**src/rtl/instr_encoder.sv**
```systemverilog
// Encodes RV32-style instruction requests into 32-bit words and streams them
// into an instruction memory write port, one word per accepted request.
module instr_encoder #(
   parameter int          DEPTH     = 256,
   parameter logic [31:0] BASE_ADDR = 32'h0000_0000
) (
   input  logic                     clk,
   input  logic                     rst,
   input  logic                     in_valid,
   output logic                     in_ready,
   input  logic [2:0]               op_class,
   input  logic [2:0]               funct3,
   input  logic [6:0]               funct7,
   input  logic [4:0]               rd,
   input  logic [4:0]               rs1,
   input  logic [4:0]               rs2,
   input  logic [11:0]              imm,
   input  logic                     flush,
   output logic                     imem_we,
   output logic [31:0]              imem_addr,
   output logic [31:0]              imem_wdata,
   output logic [$clog2(DEPTH):0]   count,
   output logic                     err
);

   localparam int CW = $clog2(DEPTH) + 1;
   localparam logic [CW-1:0] FULL = CW'(DEPTH);

   logic          we_reg;
   logic [31:0]   addr_reg;
   logic [31:0]   wdata_reg;
   logic [CW-1:0] count_reg;
   logic          err_reg;

   logic [31:0]   word_next;
   logic          legal_next;
   logic          accept;

   assign in_ready = !rst && (count_reg < FULL) && !flush;
   assign accept   = in_valid && in_ready;

   // Branch immediate holds offset bits [12:1], so imm[k] is offset bit k+1.
   always_comb begin
      word_next  = '0;
      legal_next = 1'b1;
      case (op_class)
         3'd0: word_next = {funct7, rs2, rs1, funct3, rd, 7'b0110011};
         3'd1: word_next = {imm, rs1, funct3, rd, 7'b0010011};
         3'd2: word_next = {imm, rs1, 3'b010, rd, 7'b0000011};
         3'd3: word_next = {imm[11:5], rs2, rs1, 3'b010, imm[4:0], 7'b0100011};
         3'd4: begin
            word_next  = {imm[11], imm[9:4], rs2, rs1, funct3, imm[3:0], imm[10], 7'b1100011};
            legal_next = (funct3 == 3'b000) || (funct3 == 3'b001);
         end
         3'd5: word_next = {7'b0, 5'b0, rs1, 3'b000, rd, 7'b1001011};
         default: legal_next = 1'b0;
      endcase
   end

   always_ff @(posedge clk or posedge rst) begin
      if (rst) begin
         we_reg    <= 1'b0;
         addr_reg  <= BASE_ADDR;
         wdata_reg <= '0;
         count_reg <= '0;
         err_reg   <= 1'b0;
      end else begin
         we_reg <= 1'b0;
         if (flush) begin
            count_reg <= '0;
         end else if (accept) begin
            if (legal_next) begin
               we_reg    <= 1'b1;
               addr_reg  <= BASE_ADDR + (32'(count_reg) << 2);
               wdata_reg <= word_next;
               count_reg <= count_reg + 1'b1;
            end else begin
               err_reg <= 1'b1;
            end
         end
      end
   end

   assign imem_we    = we_reg;
   assign imem_addr  = addr_reg;
   assign imem_wdata = wdata_reg;
   assign count      = count_reg;
   assign err        = err_reg;

endmodule

```
**config.mk**
```make
export PLATFORM = sky130hd
export DESIGN_NAME = instr_encoder
export DESIGN_NICKNAME = d
export VERILOG_FILES = /design/src/rtl/instr_encoder.sv
export SDC_FILE = /design/constraint.sdc
export NUM_CORES = 1
export LEC_CHECK = 0
export ABC_AREA = 1
export CELL_PAD_IN_SITES_DETAIL_PLACEMENT = 0
export CELL_PAD_IN_SITES_GLOBAL_PLACEMENT = 1
export CORE_MARGIN = 2
export CORE_UTILIZATION = 32
export CTS_BUF_LIST = sky130_fd_sc_hd__clkbuf_2 sky130_fd_sc_hd__clkbuf_4 sky130_fd_sc_hd__clkbuf_8
export CTS_CLUSTER_DIAMETER = 30
export DETAILED_ROUTE_END_ITERATION = 8
export PLACE_DENSITY = 0.88
export SYNTH_ARGS = -nofsm -noshare
export SYNTH_HDL_FRONTEND = slang
export SYNTH_SLANG_ARGS = --single-unit
```
**constraint.sdc**
```tcl
create_clock -name clk -period 3.6 [get_ports clk]
set_input_delay 0.72 -clock clk [delete_from_list [all_inputs] [get_ports clk]]
set_output_delay 0.72 -clock clk [all_outputs]
set_load 0.02 [all_outputs]
```
# Yosys cells after proc, flatten, opt, wreduce, memory -nomap -nowiden
# Index checks and enable logic that the tools add are counted.
[totals]
register_bits = 52
latch_bits = 0
ram_bits = 0
rom_bits = 0
out_inout_bits = 76
wordCells = 37
n_memories = 0
[op_classes]
addsub = 1
mul = 0
div_mod_pow = 0
magnitude_cmp = 1
n_eq_ne = 6
n_shift = 0
muxes = 8
bitwise = 2
reduce_logical = 14
[op_table]
columns = ["operator", "count"]
rows = [
  ["$pmux 32 s6", 1],
  ["$mux 9", 3],
  ["$add 9x1->9 const B", 1],
  ["$lt 9x9->1 const B", 1],
  ["$eq 3x1->1 const B", 2],
  ["$eq 3x2->1 const B", 2],
  ["$eq 3x3->1 const B", 2],
  ["$logic_not 3->1", 2],
  ["$reduce_and 3->1", 2],
  ["$reduce_or 5->1", 1],
  ["$reduce_bool 2->1", 2],
  ["$logic_and 1x1->1", 3],
  ["$mux 1", 3],
  ["$logic_not 1->1", 2],
  ["$not 1->1", 2],
  ["$pmux 1 s2", 1],
  ["$reduce_and 2->1", 1],
  ["$logic_or 1x1->1", 1],
]

# Depth between registers and ports, before layout
# Gate-level depths: netlist of run 1.
[depth]
depth_word = 6
mapped_depth = 9
ltp_nobuf = 8

# Worst setup path after synthesis of run 1
# No wires, ideal clock.
[synth_timing]
path_type = "input to output"
start = "input rst"
end = "output in_ready"
arrival_time_ns = 1.028
required_time_ns = 2.880
path_slack_ns = 1.852
stages = 3
path_buffers = 0
cell_sequence = "nor2_1 -> nand2_1 -> inv_1"
[synth_between]
elab_chain_cells = 3
[synth_rtl]
columns = ["element", "line_no", "source"]
rows = [
  ["from (decl)", "8", "input logic rst,"],
  ["$logic_not 1->1 (no line)", "n/a", ""],
  ["$logic_and 1x1->1 (2 in a row)", "39", "assign in_ready = !rst && (count_reg < FULL) && !flush;"],
  ["to (decl)", "10", "output logic in_ready,"],
]
# Every way passes these cells.

# Worst setup path after layout of run 1
[layout_timing]
start = "input flush"
end = "output in_ready"
[layout_between]
elab_chain_cells = 2
[layout_rtl]
columns = ["element", "line_no", "source"]
rows = [
  ["from (decl)", "18", "input logic flush,"],
  ["$logic_not 1->1", "39", ""],
  ["$logic_and 1x1->1", "39", ""],
]
# Every way passes these cells.

==> impl_summary.log, run 1 <==
INFO  metric post_synth_num_cell_types = 24
INFO  metric initial_core_util = ~33%
INFO  metric drt-vias-per-instance = 4.41
INFO  metric final_layout_size_suffix_gt1_share = ~5.7%
INFO  metric die_height = around 95 µm
INFO  metric detailedRoute.firstPassIterationCount = 4
INFO  metric count_of_buffers_added_by_post_cts_timing_repair_for_setup = 0
INFO  metric unrepaired_setup_endpoints_after_global_routing = false
INFO  metric drcViolationCount = 0
INFO  metric syn-instance-count = 350
INFO  metric total_number_of_h_tree_levels = 2
INFO  metric drt.antenna.violating_nets = 0
INFO  metric synth-xor-area-share = 0%
INFO  metric power_per_cell_area = between 400 and 500 nW/µm²
INFO  metric dieArea = around 9000 µm²
INFO  metric dp_hpwl = around 4700 µm
INFO  metric max_freq = roughly 0.37 GHz
INFO  metric tightest_slew = 1.06 ns
INFO  metric synth_top_family_by_area = simple AND/OR/NAND/NOR gates
INFO  metric setup_tns = 0 ns
INFO  metric synthesis.yosys.warnings = 0
INFO  metric grt_first_pass_wirelength = 10700 µm
INFO  metric largest_register_ff_count = 30
INFO  metric fin_nets = roughly 490
INFO  metric clock_sink_count = 50
INFO  metric maximum_clock_insertion_buffer_count = 2
INFO  metric p_leak = 1.84 nW
INFO  metric post_cts_hold_buffer_count = 0
INFO  metric holdCritPathClass = reg -> reg
INFO  metric flip_flop_and_latch_count_after_synthesis = 50
INFO  metric cts_resized = 0
INFO  metric worstPathArrival = roughly 2.0 ns
INFO  metric run_status = finished clean
INFO  metric required_arrival_time_at_the_worst_endpoint = about 2.9 ns
INFO  metric cap_violations = 0
INFO  metric place_congestion = roughly 0.78
INFO  metric finalSetupViolCount = 0
INFO  metric final.period_utilization = approximately 76%
INFO  metric layout.filler_cells = between 800 and 900
INFO  metric die-width = ~95 µm
INFO  metric insertion_delay_of_the_later_clocked_pin_in_the_worst_skew_pair = ~0.3 ns
INFO  metric synth-simple-area-share = about a third
INFO  metric placement.cell_area = 3560 µm²
INFO  metric tritoncts.num_buffers = 5
INFO  metric via_count_of_the_first_global_routing_pass = between 2000 and 2500
INFO  metric rows = 33
INFO  metric multi_input_area = roughly 1100 µm²
INFO  metric antenna_cells = 0
INFO  metric area_growth = 38.1%
INFO  metric grt_max_degree = a little over 50
INFO  metric finished_layout_cell_area = around 3700 µm²
INFO  metric coreArea = between 8000 and 9000 µm²
INFO  metric synthAdderAreaFrac = less than 1%
INFO  metric drt_first_iter_violations = 91
INFO  metric antenna_violations_before_repair = 0
INFO  metric root_buffer = clkbuf_8
INFO  metric floorplan.io_pins = 120
INFO  metric grt_util_all_layers = between 10 and 15%
INFO  metric skew = ~0.0076 ns
INFO  metric seq_area_frac_synth = 47.1%
INFO  metric share_of_synthesized_area_spent_on_multiplexers = 0%
INFO  metric synthesis.area_per_instance = roughly 7.6 µm²
INFO  metric dr_total_vias = approximately 2400
INFO  metric path_max_fanout = 4
INFO  metric start_kind = primary input
INFO  metric synth-compound-area-share = 4.19%
INFO  metric port_buffers = between 90 and 100
INFO  metric dp_cells = around 540
INFO  metric relSlewSlack = 29.5%
INFO  metric total_power = 1.49 mW
INFO  metric hold_viol_final = 0
INFO  metric post_layout_nonfiller_instances = roughly 550
INFO  metric endpoint_kind = primary output
INFO  metric reg2reg_slack = roughly 1.7 ns
INFO  metric grt_remaining_overflow = 0
INFO  metric clk_pin_slew = 0.09 ns
INFO  metric syn_area = approximately 2700 µm²
INFO  metric vdd.ir_drop.worst = around 0.00021 V
INFO  metric cts_tree = done
INFO  metric finalMaxSlewViolations = 0
INFO  metric postLayoutCoreUtil = a little under half
INFO  metric type_of_the_setup_path_with_the_least_slack = in -> out
INFO  metric seq_area = 1250 µm²
INFO  metric min_period = ~2.7 ns
INFO  metric routed_wirelength = around 6500 µm
INFO  metric routed_wire_length_per_instance = 11.9 µm
==> layout make-up <==
cell class                      count  share of cell area (%)
Multi-Input combinational cell    268                    31.0
Clock inverter                      2                    1.02
Tap cell                          105                    3.58
Timing Repair Buffer               96                    26.1
Inverter                           19                    2.08
Sequential cell                    50                    34.1
Clock buffer                        6                    2.08
==> layout by cell type (no fill, tap or decap) <==
master	netlist	routed
nand2_4	1	1
clkdlybuf4s50_1	0	95
dfrtp_1	50	50
o21ai_2	5	5
conb_1	1	24
clkbuf_4	0	1
nor2_4	1	1
nor2_8	1	1
inv_1	16	15
a31o_2	1	1
o21bai_1	1	1
buf_4	29	1
nor2_2	1	1
nor2_1	17	17
clkinvlp_4	0	1
inv_6	1	1
o22ai_1	1	1
inv_2	2	3
o21ai_0	9	9
clkbuf_8	0	5
nand3_1	26	26
nand4_1	2	2
or2_2	1	1
ha_1	1	1
bufinv_16	0	1
nand2_1	175	175
nand2_2	1	1
==> critical path: stages <==
cell             delay [ns]
clkdlybuf4s50_1        0.47
inv_2                  0.11
nand2_1                0.05
inv_1                  0.07
clkdlybuf4s50_1        0.60
==> cells by family after synthesis <==
family                   Yosys count
AND/OR/NAND/NOR                  226
buffers and inverters             55
flip-flops                        50
AO/OA/AOI/OAI                     17
adder cells (fa/ha/maj)            1
other                              1
==> per-layer routing <==
metal | vias to the layer above | GRT usage (%) | share of wire [%]
met4 | 0 | 3.86 | 1.1
met2 | 76 | 24.5 | 46
met5 | - | 0 | 0
met1 | 1110 | 19.8 | 45
met3 | 7 | 3.72 | 7.2
li1 | 1214 | - | -
==> cell usage after synthesis (all sizes together) <==
cell	n	area (µm²)
o21ai	14	88.8
nor2	20	101
or2	1	6.26
o22ai	1	6.26
nand4	2	12.5
a31o	1	8.76
o21bai	1	7.51
inv	19	76.3
conb	1	3.75
nand3	26	130
dfrtp	50	1250
ha	1	12.5
buf	36	278
nand2	177	674
==> report_power, final <==
part / switching, mW / internal [mW] / leakage, nW
sequential: 0.0370 / 0.627 / 0.658
clock: 0.189 / 0.215 / 0.0548
combinational: 0.229 / 0.196 / 1.12
==> stage by stage <==
step	setup WS [ns]	hold WS, ns
2_1_floorplan	1.68	0.577
6_report	0.862	0.477
3_5_place_dp	0.827	0.459
3_3_place_gp	0.867	0.455
4_1_cts	0.857	0.483
5_1_grt	0.800	0.502
==> worst paths after layout <==
check / start / endpoint / cells after the start
min: imem_wdata[18] / imem_wdata[18] / 2
min in group asynchronous: rst / err / 2
max: flush / in_ready / 5
min reg2reg: imem_wdata[18] / imem_wdata[18] / 2
max reg2reg: count[8] / imem_wdata[5] / 6
max in group asynchronous: rst / imem_wdata[31] / 2
Power figures use the tool's default switching activity.
==> run 2, diff against run 1 <==
--- a/config.mk
+++ b/config.mk
@@ -9,11 +9,11 @@
 export CELL_PAD_IN_SITES_DETAIL_PLACEMENT = 0
 export CELL_PAD_IN_SITES_GLOBAL_PLACEMENT = 1
 export CORE_MARGIN = 2
-export CORE_UTILIZATION = 32
+export CORE_UTILIZATION = 27
 export CTS_BUF_LIST = sky130_fd_sc_hd__clkbuf_2 sky130_fd_sc_hd__clkbuf_4 sky130_fd_sc_hd__clkbuf_8
 export CTS_CLUSTER_DIAMETER = 30
 export DETAILED_ROUTE_END_ITERATION = 8
-export PLACE_DENSITY = 0.88
+export PLACE_DENSITY = 0.79
 export SYNTH_ARGS = -nofsm -noshare
 export SYNTH_HDL_FRONTEND = slang
 export SYNTH_SLANG_ARGS = --single-unit
==> constraint.sdc (replaced) <==
create_clock -name clk -period 2.5 [get_ports clk]
set_input_delay 0.5 -clock clk [delete_from_list [all_inputs] [get_ports clk]]
set_output_delay 0.5 -clock clk [all_outputs]
set_load 0.02 [all_outputs]
==> run 2 against run 1 <==
Effect of this change: clock skew grew 0.0054 ns; sequential share of layout area is 0.50 points lower; die area rose by 18%; first-iteration DRC count decreased by 4.4%; worst hold slack is essentially flat; highest routed layer unchanged; via count is 0.91% higher; sequential power grew 44%.
==> impl_summary.log, run 2 (synthesis results as in run 1) <==
INFO  metric cts_resized = 0 (unchanged)
INFO  metric via_count_of_the_first_global_routing_pass = 2350 (was 2292)
INFO  metric maximum_clock_insertion_buffer_count = 2 (unchanged)
INFO  metric required_arrival_time_at_the_worst_endpoint = 2.00 ns (was 2.88 ns)
INFO  metric postLayoutCoreUtil = 38.5% (was 45.1%)
INFO  metric start_kind = primary input (unchanged)
INFO  metric area_growth = 40.2% (was 38.1%)
INFO  metric finalSetupViolCount = 0 (unchanged)
INFO  metric dr_total_vias = 2429 (was 2407)
INFO  metric insertion_delay_of_the_later_clocked_pin_in_the_worst_skew_pair = 0.31 ns (was 0.30 ns)
INFO  metric post_layout_nonfiller_instances = 578 (was 546)
INFO  metric tritoncts.num_buffers = 5 (unchanged)
INFO  metric start_point_of_the_critical_path = flush (unchanged)
INFO  metric tightest_slew = 0.505 ns (was 1.06 ns)
INFO  metric dp_cells = 571 (was 538)
INFO  metric setup_tns = 0 ns (unchanged)
INFO  metric clock_sink_count = 50 (unchanged)
INFO  metric place_congestion = 0.794 (was 0.782)
INFO  metric seq_power_share = 46.5% (was 44.4%)
INFO  metric grt_max_degree = 43 (was 51)
INFO  metric cts_tree = done (unchanged)
INFO  metric power.switching = 672 µW (was 455 µW)
INFO  metric count_of_buffers_added_by_post_cts_timing_repair_for_setup = 0 (unchanged)
INFO  metric vdd.ir_drop.worst = 0.000238 V (was 0.000210 V)
INFO  metric hold_path.startpoint = err (was imem_wdata[18])
INFO  metric final.period_utilization = roughly 92%
INFO  metric fin_nets = 490 (was 485)
INFO  metric grt_first_pass_wirelength = 10900 µm (was 10700 µm)
INFO  metric layout.cells.most_common_list = nand2_1, clkdlybuf4s50_1, dfrtp_1 (unchanged)
INFO  metric worstPathArrival = 1.80 ns (was 2.02 ns)
INFO  metric drt-vias-per-instance = 4.20 (was 4.41)
INFO  metric relSlewSlack = 66.3% (was 29.5%)
INFO  metric largest_register_ff_count = 30 (unchanged)
INFO  metric die_height = 103 µm (was 95.1 µm)
INFO  metric holdCritPathClass = reg -> reg (unchanged)
INFO  metric path_max_fanout = 4 (unchanged)
INFO  metric dieArea = 10700 µm² (was 9050 µm²)
INFO  metric routed_wire_length_per_instance = 12.0 µm (was 11.9 µm)
INFO  metric endpoint_kind = primary output (unchanged)
INFO  metric post_cts_hold_buffer_count = 0 (unchanged)
INFO  metric share_clk_of_total_power = 23.2% (was 27.1%)
INFO  metric total_number_of_h_tree_levels = 2 (unchanged)
INFO  metric p_leak = 1.85 nW (was 1.84 nW)
INFO  metric total_power = 2.06 mW (was 1.49 mW)
INFO  metric antenna_violations_before_repair = 0 (unchanged)
INFO  metric final_layout_size_suffix_gt1_share = 6.52% (was 5.67%)
INFO  metric type_of_the_setup_path_with_the_least_slack = in -> out (unchanged)
INFO  metric power_per_cell_area = 552 nW/µm² (was 407 nW/µm²)
INFO  metric drt.antenna.violating_nets = 0 (unchanged)
INFO  metric clk_pin_slew = 0.09 ns (about the same)
INFO  metric finalMaxSlewViolations = 0 (unchanged)
INFO  metric antenna_cells = 0 (unchanged)
INFO  metric port_buffers = 95 (unchanged)
INFO  metric hold_viol_final = 0 (unchanged)
INFO  metric drt_first_iter_violations = 87 (was 91)
INFO  metric coreArea = 9680 µm² (was 8130 µm²)
INFO  metric dp_hpwl = 5220 µm (was 4680 µm)
INFO  metric skew = 0.0130 ns (was 0.00765 ns)
INFO  metric min_period = ~2.3 ns
INFO  metric floorplan.io_pins = 120 (unchanged)
INFO  metric die-width = 103 µm (was 95.1 µm)
INFO  metric switching_share = 32.7% (was 30.5%)
INFO  metric reg2reg_from = count[8] (unchanged)
INFO  metric run_status = finished clean (unchanged)
INFO  metric layout_commonest_cell = nand2_1 (unchanged)
INFO  metric internal_power = 1.38 mW (was 1.04 mW)
INFO  metric drcViolationCount = 0 (unchanged)
INFO  metric routed_wirelength = 6950 µm (was 6520 µm)
INFO  metric unrepaired_setup_endpoints_after_global_routing = false (unchanged)
INFO  metric grt_remaining_overflow = 0 (unchanged)
INFO  metric initial_core_util = 27.4% (was 32.7%)
INFO  metric root_buffer = clkbuf_8 (unchanged)
INFO  metric grt_util_all_layers = 13.1% (was 15.0%)
INFO  metric rows = 36 (was 33)
INFO  metric power_frac_comb = 30.3% (was 28.5%)
INFO  metric max_freq = 0.434 GHz
INFO  metric detailedRoute.firstPassIterationCount = 5 (was 4)
INFO  metric cap_violations = 0 (unchanged)
==> run 2: power groups by stage <==
| stage | clock network, mW | registers [mW] | logic, mW |
|---|---|---|---|
| 5_1_grt | 0.521 | 0.967 | 0.684 |
| 6_report | 0.477 | 0.955 | 0.623 |
| 4_1_cts | 0.501 | 0.957 | 0.634 |
| 3_5_place_dp | 0 | 0.972 | 0.632 |
| 2_1_floorplan | 0 | 1.09 | 0.224 |
| 3_3_place_gp | 0 | 0.971 | 0.629 |
==> run 2: cell type report <==
type                            count  area [µm²]
Clock buffer                        5        68.8
Clock inverter                      2        15.0
Fill cell                        1027        5960
Inverter                           19        76.3
Multi-Input combinational cell    268        1140
Sequential cell                    50        1250
Tap cell                          133         166
Timing Repair Buffer              101        1010
==> run 2: final timing paths <==
path                                       end  slack (ns)  cells past startpoint
worst max-delay path                  in_ready        0.20                      5
worst max register to register   imem_wdata[5]        0.84                      6
worst min register to register             err        0.48                      1
min in group asynchronous             count[5]        0.56                      2
max in group asynchronous       imem_wdata[15]        1.39                      3
worst min-delay path                       err        0.48                      1
==> run 2: layer usage <==
layer | vias to the layer above | track usage, % | share of wire (%)
met3 | 4 | 3.56 | 7.6
met1 | 1125 | 16.4 | 44
met5 | - | 0 | 0
met2 | 81 | 22.5 | 48
li1 | 1219 | - | -
met4 | 0 | 3.34 | 0.46
==> run 2: per-stage QoR <==
| step | cell area [µm²] | setup WS (ns) | hold slack (ns) |
|---|---|---|---|
| final | 3720 | 0.197 | 0.477 |
| after global routing | 3720 | 0.115 | 0.503 |
| after CTS | 3720 | 0.187 | 0.482 |
| after detailed placement | 3640 | 0.189 | 0.458 |
| after global placement | 3640 | 0.198 | 0.456 |
| after floorplan | 2740 | 0.799 | 0.577 |
==> run 2: worst max-delay path: stages <==
cell	delay (ns)
clkdlybuf4s50_1	0.48
inv_2	0.11
nand2_1	0.05
inv_1	0.06
clkdlybuf4s50_1	0.60
